## config.mk

```make
export PLATFORM = sky130hd
export DESIGN_NAME = mdu_iter
export DESIGN_NICKNAME = d
export VERILOG_FILES = /design/src/rtl/mdu_iter.sv
export SDC_FILE = /design/constraint.sdc
export NUM_CORES = 1
export LEC_CHECK = 0
export CAP_MARGIN = 20
export CORE_ASPECT_RATIO = 1.5
export CORE_UTILIZATION = 55
export CTS_CLUSTER_DIAMETER = 50
export CTS_CLUSTER_SIZE = 30
export DETAILED_ROUTE_END_ITERATION = 7
export GPL_TIMING_DRIVEN = 0
export PLACE_DENSITY_LB_ADDON = 0.3
export SYNTH_ARGS = -nofsm -noshare
export SYNTH_HDL_FRONTEND = slang
export SYNTH_SLANG_ARGS = --single-unit
```

## constraint.sdc

```tcl
create_clock -name clk -period 4.65 [get_ports clk]
set_clock_uncertainty 0.1 [all_clocks]
set_input_delay 0.465 -clock clk [delete_from_list [all_inputs] [get_ports clk]]
set_output_delay 0.465 -clock clk [all_outputs]
set_load 0.05 [all_outputs]
```

## src/rtl/mdu_iter.sv

```systemverilog
// Iterative radix-2 multiply/divide unit for the EX stage: shift-add multiply and
// restoring divide, one bit per cycle, with start/annul/ready handshake to the hazard unit.
module mdu_iter #(
    parameter int WIDTH = 32,
    parameter int CNT_W = 6
) (
    input  logic             clk,
    input  logic             rst,
    input  logic             start_i,
    input  logic [1:0]       op_i,
    input  logic             annul_i,
    input  logic [WIDTH-1:0] a_i,
    input  logic [WIDTH-1:0] b_i,
    output logic             busy_o,
    output logic             ready_o,
    output logic [WIDTH-1:0] hi_o,
    output logic [WIDTH-1:0] lo_o,
    output logic             dbz_o,
    output logic [1:0]       dbg_state
);

    typedef enum logic [1:0] {
        S_IDLE = 2'd0,
        S_RUN  = 2'd1,
        S_DONE = 2'd2
    } state_t;

    localparam logic [CNT_W-1:0] LAST = CNT_W'(WIDTH - 1);

    state_t               state;
    logic [CNT_W-1:0]     cnt;
    logic                 is_div;
    logic                 sign_a;
    logic                 sign_b;
    logic [WIDTH-1:0]     opd;
    logic [2*WIDTH-1:0]   acc;

    // Handshake: start_i is taken only in IDLE or DONE (not with annul_i in IDLE);
    // busy_o is high for every RUN cycle; ready_o pulses for the single DONE cycle,
    // and hi_o/lo_o/dbz_o stay stable from that pulse until the next accepted start.
    logic             accept;
    logic             in_signed;
    logic             a_neg;
    logic             b_neg;
    logic [WIDTH-1:0] a_mag;
    logic [WIDTH-1:0] b_mag;
    logic             div_zero;

    assign accept    = start_i && ((state == S_IDLE && !annul_i) || state == S_DONE);
    assign in_signed = ~op_i[0];
    assign a_neg     = in_signed & a_i[WIDTH-1];
    assign b_neg     = in_signed & b_i[WIDTH-1];
    assign a_mag     = a_neg ? -a_i : a_i;
    assign b_mag     = b_neg ? -b_i : b_i;
    assign div_zero  = op_i[1] && (b_i == '0);

    // Multiply: acc = {partial sum, remaining multiplier bits}, shifted right each step.
    logic [WIDTH:0]       mul_sum;
    logic [2*WIDTH-1:0]   mul_next;

    assign mul_sum  = {1'b0, acc[2*WIDTH-1:WIDTH]} + (acc[0] ? {1'b0, opd} : '0);
    assign mul_next = {mul_sum, acc[WIDTH-1:1]};

    // Divide: acc = {remainder, dividend bits then quotient bits}, shifted left each step.
    // The remainder stays below the divisor, so the difference MSB is a clean borrow flag.
    logic [WIDTH:0]       div_sh;
    logic [WIDTH:0]       div_diff;
    logic                 div_ge;
    logic [WIDTH-1:0]     div_rem;
    logic [2*WIDTH-1:0]   div_next;

    assign div_sh   = {acc[2*WIDTH-1:WIDTH], acc[WIDTH-1]};
    assign div_diff = div_sh - {1'b0, opd};
    assign div_ge   = ~div_diff[WIDTH];
    assign div_rem  = div_ge ? div_diff[WIDTH-1:0] : div_sh[WIDTH-1:0];
    assign div_next = {div_rem, acc[WIDTH-2:0], div_ge};

    logic [2*WIDTH-1:0] step_next;
    logic [2*WIDTH-1:0] prod_fix;
    logic [WIDTH-1:0]   quo_fix;
    logic [WIDTH-1:0]   rem_fix;
    logic [WIDTH-1:0]   res_hi;
    logic [WIDTH-1:0]   res_lo;

    assign step_next = is_div ? div_next : mul_next;
    assign prod_fix  = (sign_a ^ sign_b) ? -mul_next : mul_next;
    assign quo_fix   = (sign_a ^ sign_b) ? -div_next[WIDTH-1:0] : div_next[WIDTH-1:0];
    assign rem_fix   = sign_a ? -div_next[2*WIDTH-1:WIDTH] : div_next[2*WIDTH-1:WIDTH];
    assign res_hi    = is_div ? rem_fix : prod_fix[2*WIDTH-1:WIDTH];
    assign res_lo    = is_div ? quo_fix : prod_fix[WIDTH-1:0];

    always_ff @(posedge clk) begin
        if (!rst) begin
            state   <= S_IDLE;
            cnt     <= '0;
            is_div  <= 1'b0;
            sign_a  <= 1'b0;
            sign_b  <= 1'b0;
            opd     <= '0;
            acc     <= '0;
            busy_o  <= 1'b0;
            ready_o <= 1'b0;
            hi_o    <= '0;
            lo_o    <= '0;
            dbz_o   <= 1'b0;
        end else begin
            ready_o <= 1'b0;
            case (state)
                S_IDLE, S_DONE: begin
                    if (accept) begin
                        is_div <= op_i[1];
                        sign_a <= a_neg;
                        sign_b <= b_neg;
                        cnt    <= '0;
                        dbz_o  <= 1'b0;
                        if (div_zero) begin
                            // Divide by zero bypasses RUN and reports immediately.
                            state   <= S_DONE;
                            busy_o  <= 1'b0;
                            ready_o <= 1'b1;
                            hi_o    <= a_i;
                            lo_o    <= '1;
                            dbz_o   <= 1'b1;
                        end else begin
                            state  <= S_RUN;
                            busy_o <= 1'b1;
                            acc    <= {{WIDTH{1'b0}}, (op_i[1] ? a_mag : b_mag)};
                            opd    <= op_i[1] ? b_mag : a_mag;
                        end
                    end else begin
                        state  <= S_IDLE;
                        busy_o <= 1'b0;
                    end
                end
                S_RUN: begin
                    if (annul_i) begin
                        state  <= S_IDLE;
                        busy_o <= 1'b0;
                    end else if (cnt == LAST) begin
                        state   <= S_DONE;
                        busy_o  <= 1'b0;
                        ready_o <= 1'b1;
                        acc     <= step_next;
                        hi_o    <= res_hi;
                        lo_o    <= res_lo;
                    end else begin
                        acc <= step_next;
                        cnt <= cnt + 1'b1;
                    end
                end
                default: begin
                    state  <= S_IDLE;
                    busy_o <= 1'b0;
                end
            endcase
        end
    end

    assign dbg_state = state;

endmodule
```

==> results.md, run 1 <==
* Syn Inst Count at 2572
* Simple-gate share of the synthesized area at 0.246
* Chip Width at 149 µm
* Htree depth at 4
* Vias in the first global route at 22400
* Clock buffer count from CTS at 17
* Yosys cell types at 88
* Last stage: 5_1_grt
* FFs w/ async S/R, synth at 0
* Seq cells post-synth at 173
* Biggest area consumer among synthesized cells: dfxtp_1
* Status: stopped before the end
* Ys flop type: dfxtp_1
* Ys Warns at 0
* Mux cell area share after synthesis at 0.0621
* I/O Buffers at 137
* Row Count at 80
* Area post-placement at 19800 µm²
* GP Congestion at 1.19
* Initial core utilization at 0.560
* Post-synth EDFFs at 0
* Synth Area in XOR/XNOR at 0.0995
* Placed insts at 3122
* Syn Area/Cell at 6.95 µm²
* Global-route wire length before repair at 144 mm
* Post-Syn Nets at 2714
* Run Error: [ERROR GRT-0116] Global routing finished with congestion. Check the congestion regions in the DRC Viewer.
* Pin count of the biggest net entering global routing at 18
* Clock sink total at 173
* Final HPWL DP at 72.1 mm
* Hold_buf cts at 0
* Max Root-Sink Buffers at 2
* Synthesized area at 17900 µm²
* Io pins at 139
* Grt ovf at 7
* Die H at 223 µm
* Largest family of logic cells by synthesized area: compound AO/OA/AOI/OAI gates
* Complex-gate fraction of the synthesized area at 0.287
* GRT Total Usage at 0.585
* Ranking of synthesized cells by area: dfxtp_1 (19%), a21oi_1 (7.1%), nor2_1 (7.0%)
* Root buffer cell: clkbuf_16
* Yosys top cell area share at 0.194
* Sequential element share of the synthesized area at 0.194
* Synth Area in Adders at 0.0513
through the flow:
step | setup TNS [ns] | setup WS (ns) | hold slack (ns)
floorplan | 0 | 0.00119 | 0.332
global placement | -51.93 | -1.46 | 0.344
detailed placement | -60.43 | -1.45 | 0.347
CTS | -0.000814 | -0.000814 | 0.364
cell usage after synthesis, types with 11 or more instances:
library cell / number
nor2b_1: 15
inv_1: 77
a22oi_1: 13
mux2i_1: 94
a2111oi_0: 13
buf_2: 17
a311oi_1: 15
o31ai_1: 17
and2_1: 20
or3_1: 20
and3_1: 24
a21oi_1: 253
nor2_1: 331
xor2_1: 88
nor3_1: 105
nand3_1: 46
a211oi_1: 64
o21ai_0: 173
o211ai_1: 57
nand2b_1: 19
ha_1: 70
nand4_1: 29
a31oi_1: 34
xnor2_1: 115
a21o_1: 23
clkbuf_1: 172
nor4_1: 22
dfxtp_1: 173
nand2_1: 230
mux2_2: 15
a221oi_1: 11
timing repair:
action,in CTS
pin swaps,25
resized for setup,133
endpoints found under the setup margin,69
buffers inserted,30
endpoints found under the hold margin,0
per-layer routing:
layer	global-route usage	GRT overflow
met4	0.586	4
met2	0.848	3
met3	0.279	0
met5	0.0258	0
met1	0.599	0
kinds of logic after synthesis:
| kind of cell | Yosys count |
|---|---|
| and+or+nand+nor | 934 |
| AOI/OAI and AO/OA | 801 |
| buffers and inverters | 280 |
| xor gates and xnor gates | 203 |
| DFF | 173 |
| muxes | 109 |
| adders and majority gates | 72 |
==> inputs of run 2 (changes only) <==
Settings changed: CORE_ASPECT_RATIO 1.5 to unset, CORE_UTILIZATION 55 to 40, CTS_CLUSTER_DIAMETER 50 to unset, CTS_CLUSTER_SIZE 30 to unset, PLACE_DENSITY_LB_ADDON 0.3 to 0.15.
Clock period 4.65 ns to 6 ns, I/O delays scaled along.
==> run 2 against run 1 <==
Against the previous run: the flow now finishes, with violations (setup timing); synthesized area unchanged; synthesized cell count unchanged.
==> results.md, run 2 <==
* Status: complete, but fails checks
* Row Count at 77
* Clock slew at reported path FFs at 0.07 ns
* Global-route wire length before repair at 134 mm
* Max Cap Violations at 0
* Peak supply drop at 0.224 mV
* Hold Crit Class: reg -> reg
* Fin crit period at 6.03 ns
* Seq cells post-synth at 173
* R2R setup slack at 0.09 ns
* Hold_buf cts at 0
* Fmax at 0.166 GHz
* Number of flip-flops in the largest register at 64
* Grt ovf at 0
* Most flops, register: acc
* CTS tree: built
* Root buffer cell: clkbuf_16
* Biggest area consumer among synthesized cells: dfxtp_1
* Sequential element share of the synthesized area at 0.194
* Post-Syn Nets at 2714
* Final core occ at 0.470
* Chip Width at 213 µm
* Pin count of the biggest net entering global routing at 18
* Final cell count without fillers at 3340
* Final Max Slew Viols at 0
* Most frequent cells in the layout: nor2_1 (331), a21oi_1 (252), nand2_1 (230), o21ai_0 (171), dfxtp_1 (170)
* Synthesized area at 17900 µm²
* Worst skew pair latency at 0.50 ns
* Commonest non-fill, non-tap cell in the layout: nor2_1
* CORE AREA at 44100 µm²
* Crit path max-delay family: simple AND/OR/NAND/NOR gates
* Area Growth Syn to Fin at 16.0%
* GRT Total Usage at 0.413
* GP Congestion at 1.06
* Failing checks: setup timing
* Crit-path max FO at 10
* Fraction of layout cells with a size suffix above 1 at 0.0473
* Post-layout nets at 2876
* Ys flop type: dfxtp_1
* Ranking of synthesized cells by area: dfxtp_1 (19%), a21oi_1 (7.1%), nor2_1 (7.0%)
* Critical Path AT at 6.28 ns
* Remaining DRCs at 0
* Commonest cells in the netlist: nor2_1 (331), a21oi_1 (253), nand2_1 (230)
* FFs w/ async S/R, synth at 0
* 1st-iter DRT viols at 2802
* Die H at 213 µm
* Crit path required time at 6.24 ns
* PwrDens at 190 nW/µm²
* Vias in the first global route at 19500
* Wirelength, routed at 95.2 mm
* Leak Pwr at 0.00768 µW
* Crit path cell chain: clkdlybuf4s50_1 > or4_1 > or4b_1 > nor4_2 > nand2_1 > nor4_2 > nand2_1 > a22o_1 > clkbuf_1 > clkbuf_1 > a2111oi_0 > nor3_1
* Final worst slack at -0.0346 ns
* Critical path depth at 12
* Router iterations before antenna repair at 8
* CP max-delay cell: a2111oi_0
* Initial core utilization at 0.405
* Drt via density at 6.52
* Count leader, synth: nor2_1
* Antenna violations before repair at 1
* Clock sink total at 173
* Crit path buffers/inverters at 3
* Worst setup path class: in -> reg
* Final period utilization at 1.01
* Syn Area/Cell at 6.95 µm²
* Worst setup EP type: register
* Die ar. at 45500 µm²
* Post-DR wirelength/cell at 28.5 µm
* Placed insts at 3306
* Final setup vio count at 1
* Crit path largest cell delay at 1.03 ns
* Clock buffer count from CTS at 17
* Relative slew slack at 0.216
* Max Root-Sink Buffers at 2
* Fill count at 4703
* Post-route ant nets at 0
* Ys Warns at 0
* Syn Inst Count at 2572
* Htree depth at 4
* Yosys top cell area share at 0.194
* I/O Buffers at 137
* Vias at 21800
* Hold Path Depth at 2
* Io pins at 139
* Yosys cell types at 88
* Hold Violations, Final at 0
* Crit start category: input port
* Post-synth EDFFs at 0
* Final HPWL DP at 77.2 mm
* Reg2reg path depth at 17
* Slew @ Worst Pin at 1.17 ns
-- run 2: cell counts after synthesis --
Identical to the previous run, type by type.
-- run 2: area by class of cell --
type,instances,area (µm²),share of cell area
Sequential cell,173,3470,0.167
Inverter,79,300,0.0145
Clock buffer,19,453,0.0218
Clock inverter,13,145,0.00700
Buffer,197,778,0.0375
Antenna cell,1,2.50,0.000121
Timing Repair Buffer,147,1450,0.0697
Multi-Input combinational cell,2119,13400,0.646
Tap cell,592,741,0.0357
-- run 2: routing by layer --
layer | part of all wire | GRT usage
met5 | 0 | 0
met2 | 0.42 | 0.619
met1 | 0.40 | 0.542
met4 | 0.055 | 0.217
met3 | 0.12 | 0.107
-- run 2: cells by family after synthesis --
group,count (synthesis),synth area share
flip-flops,173,0.194
AND/OR/NAND/NOR,934,0.246
buffers and inverters,280,0.0604
multiplexers,109,0.0621
AO/OA/AOI/OAI,801,0.287
adder cells (fa/ha/maj),72,0.0513
XOR/XNOR,203,0.0995
-- run 2: timing repair --
action / CTS / global route
gates resized for setup: 13 / 14
pin swaps: 0 / 2
endpoints found under the setup margin: 29 / 18
buffers inserted: 0 / 4
cloned: 0 / 0
-- run 2: tightest hold or removal path: stages, from the launching register on --
cell	delay, ns
dfxtp_1	0.31
nand2_1	0.05
a21oi_1	0.05
-- run 2: path summary, 6_finish.rpt --
kind / endpoint / from
worst max-delay path: lo_o[30] / b_i[9]
worst min-delay path: opd[13] / opd[13]
worst max register to register: hi_o[25] / acc[0]
worst min register to register: opd[13] / opd[13]
-- run 2: where the power goes --
group          total (µW)  internal, µW  switching [µW]
registers            1210          1180            26.3
logic                1520           477            1050
clock network        1210           611             595
total                3940          2270            1670
-- run 2: through the flow --
| step | instance area [µm²] | TNS (ns) | power (µW) | hold slack, ns | setup slack [ns] |
|---|---|---|---|---|---|
| 2_1_floorplan | 17900 | 0 | 2130 | 0.332 | 0.938 |
| 5_1_grt | 20700 | -0.0411 | 4050 | 0.378 | -0.0411 |
| 3_3_place_gp | 20000 | -9.96 | 2670 | 0.342 | -1.01 |
| 3_5_place_dp | 20000 | -10.87 | 2680 | 0.345 | -1.00 |
| 6_report | 20700 | -0.0346 | 3940 | 0.352 | -0.0346 |
| 4_1_cts | 20700 | 0 | 3860 | 0.354 | 0.0192 |
Note: power is estimated with default switching activity, not from simulation.
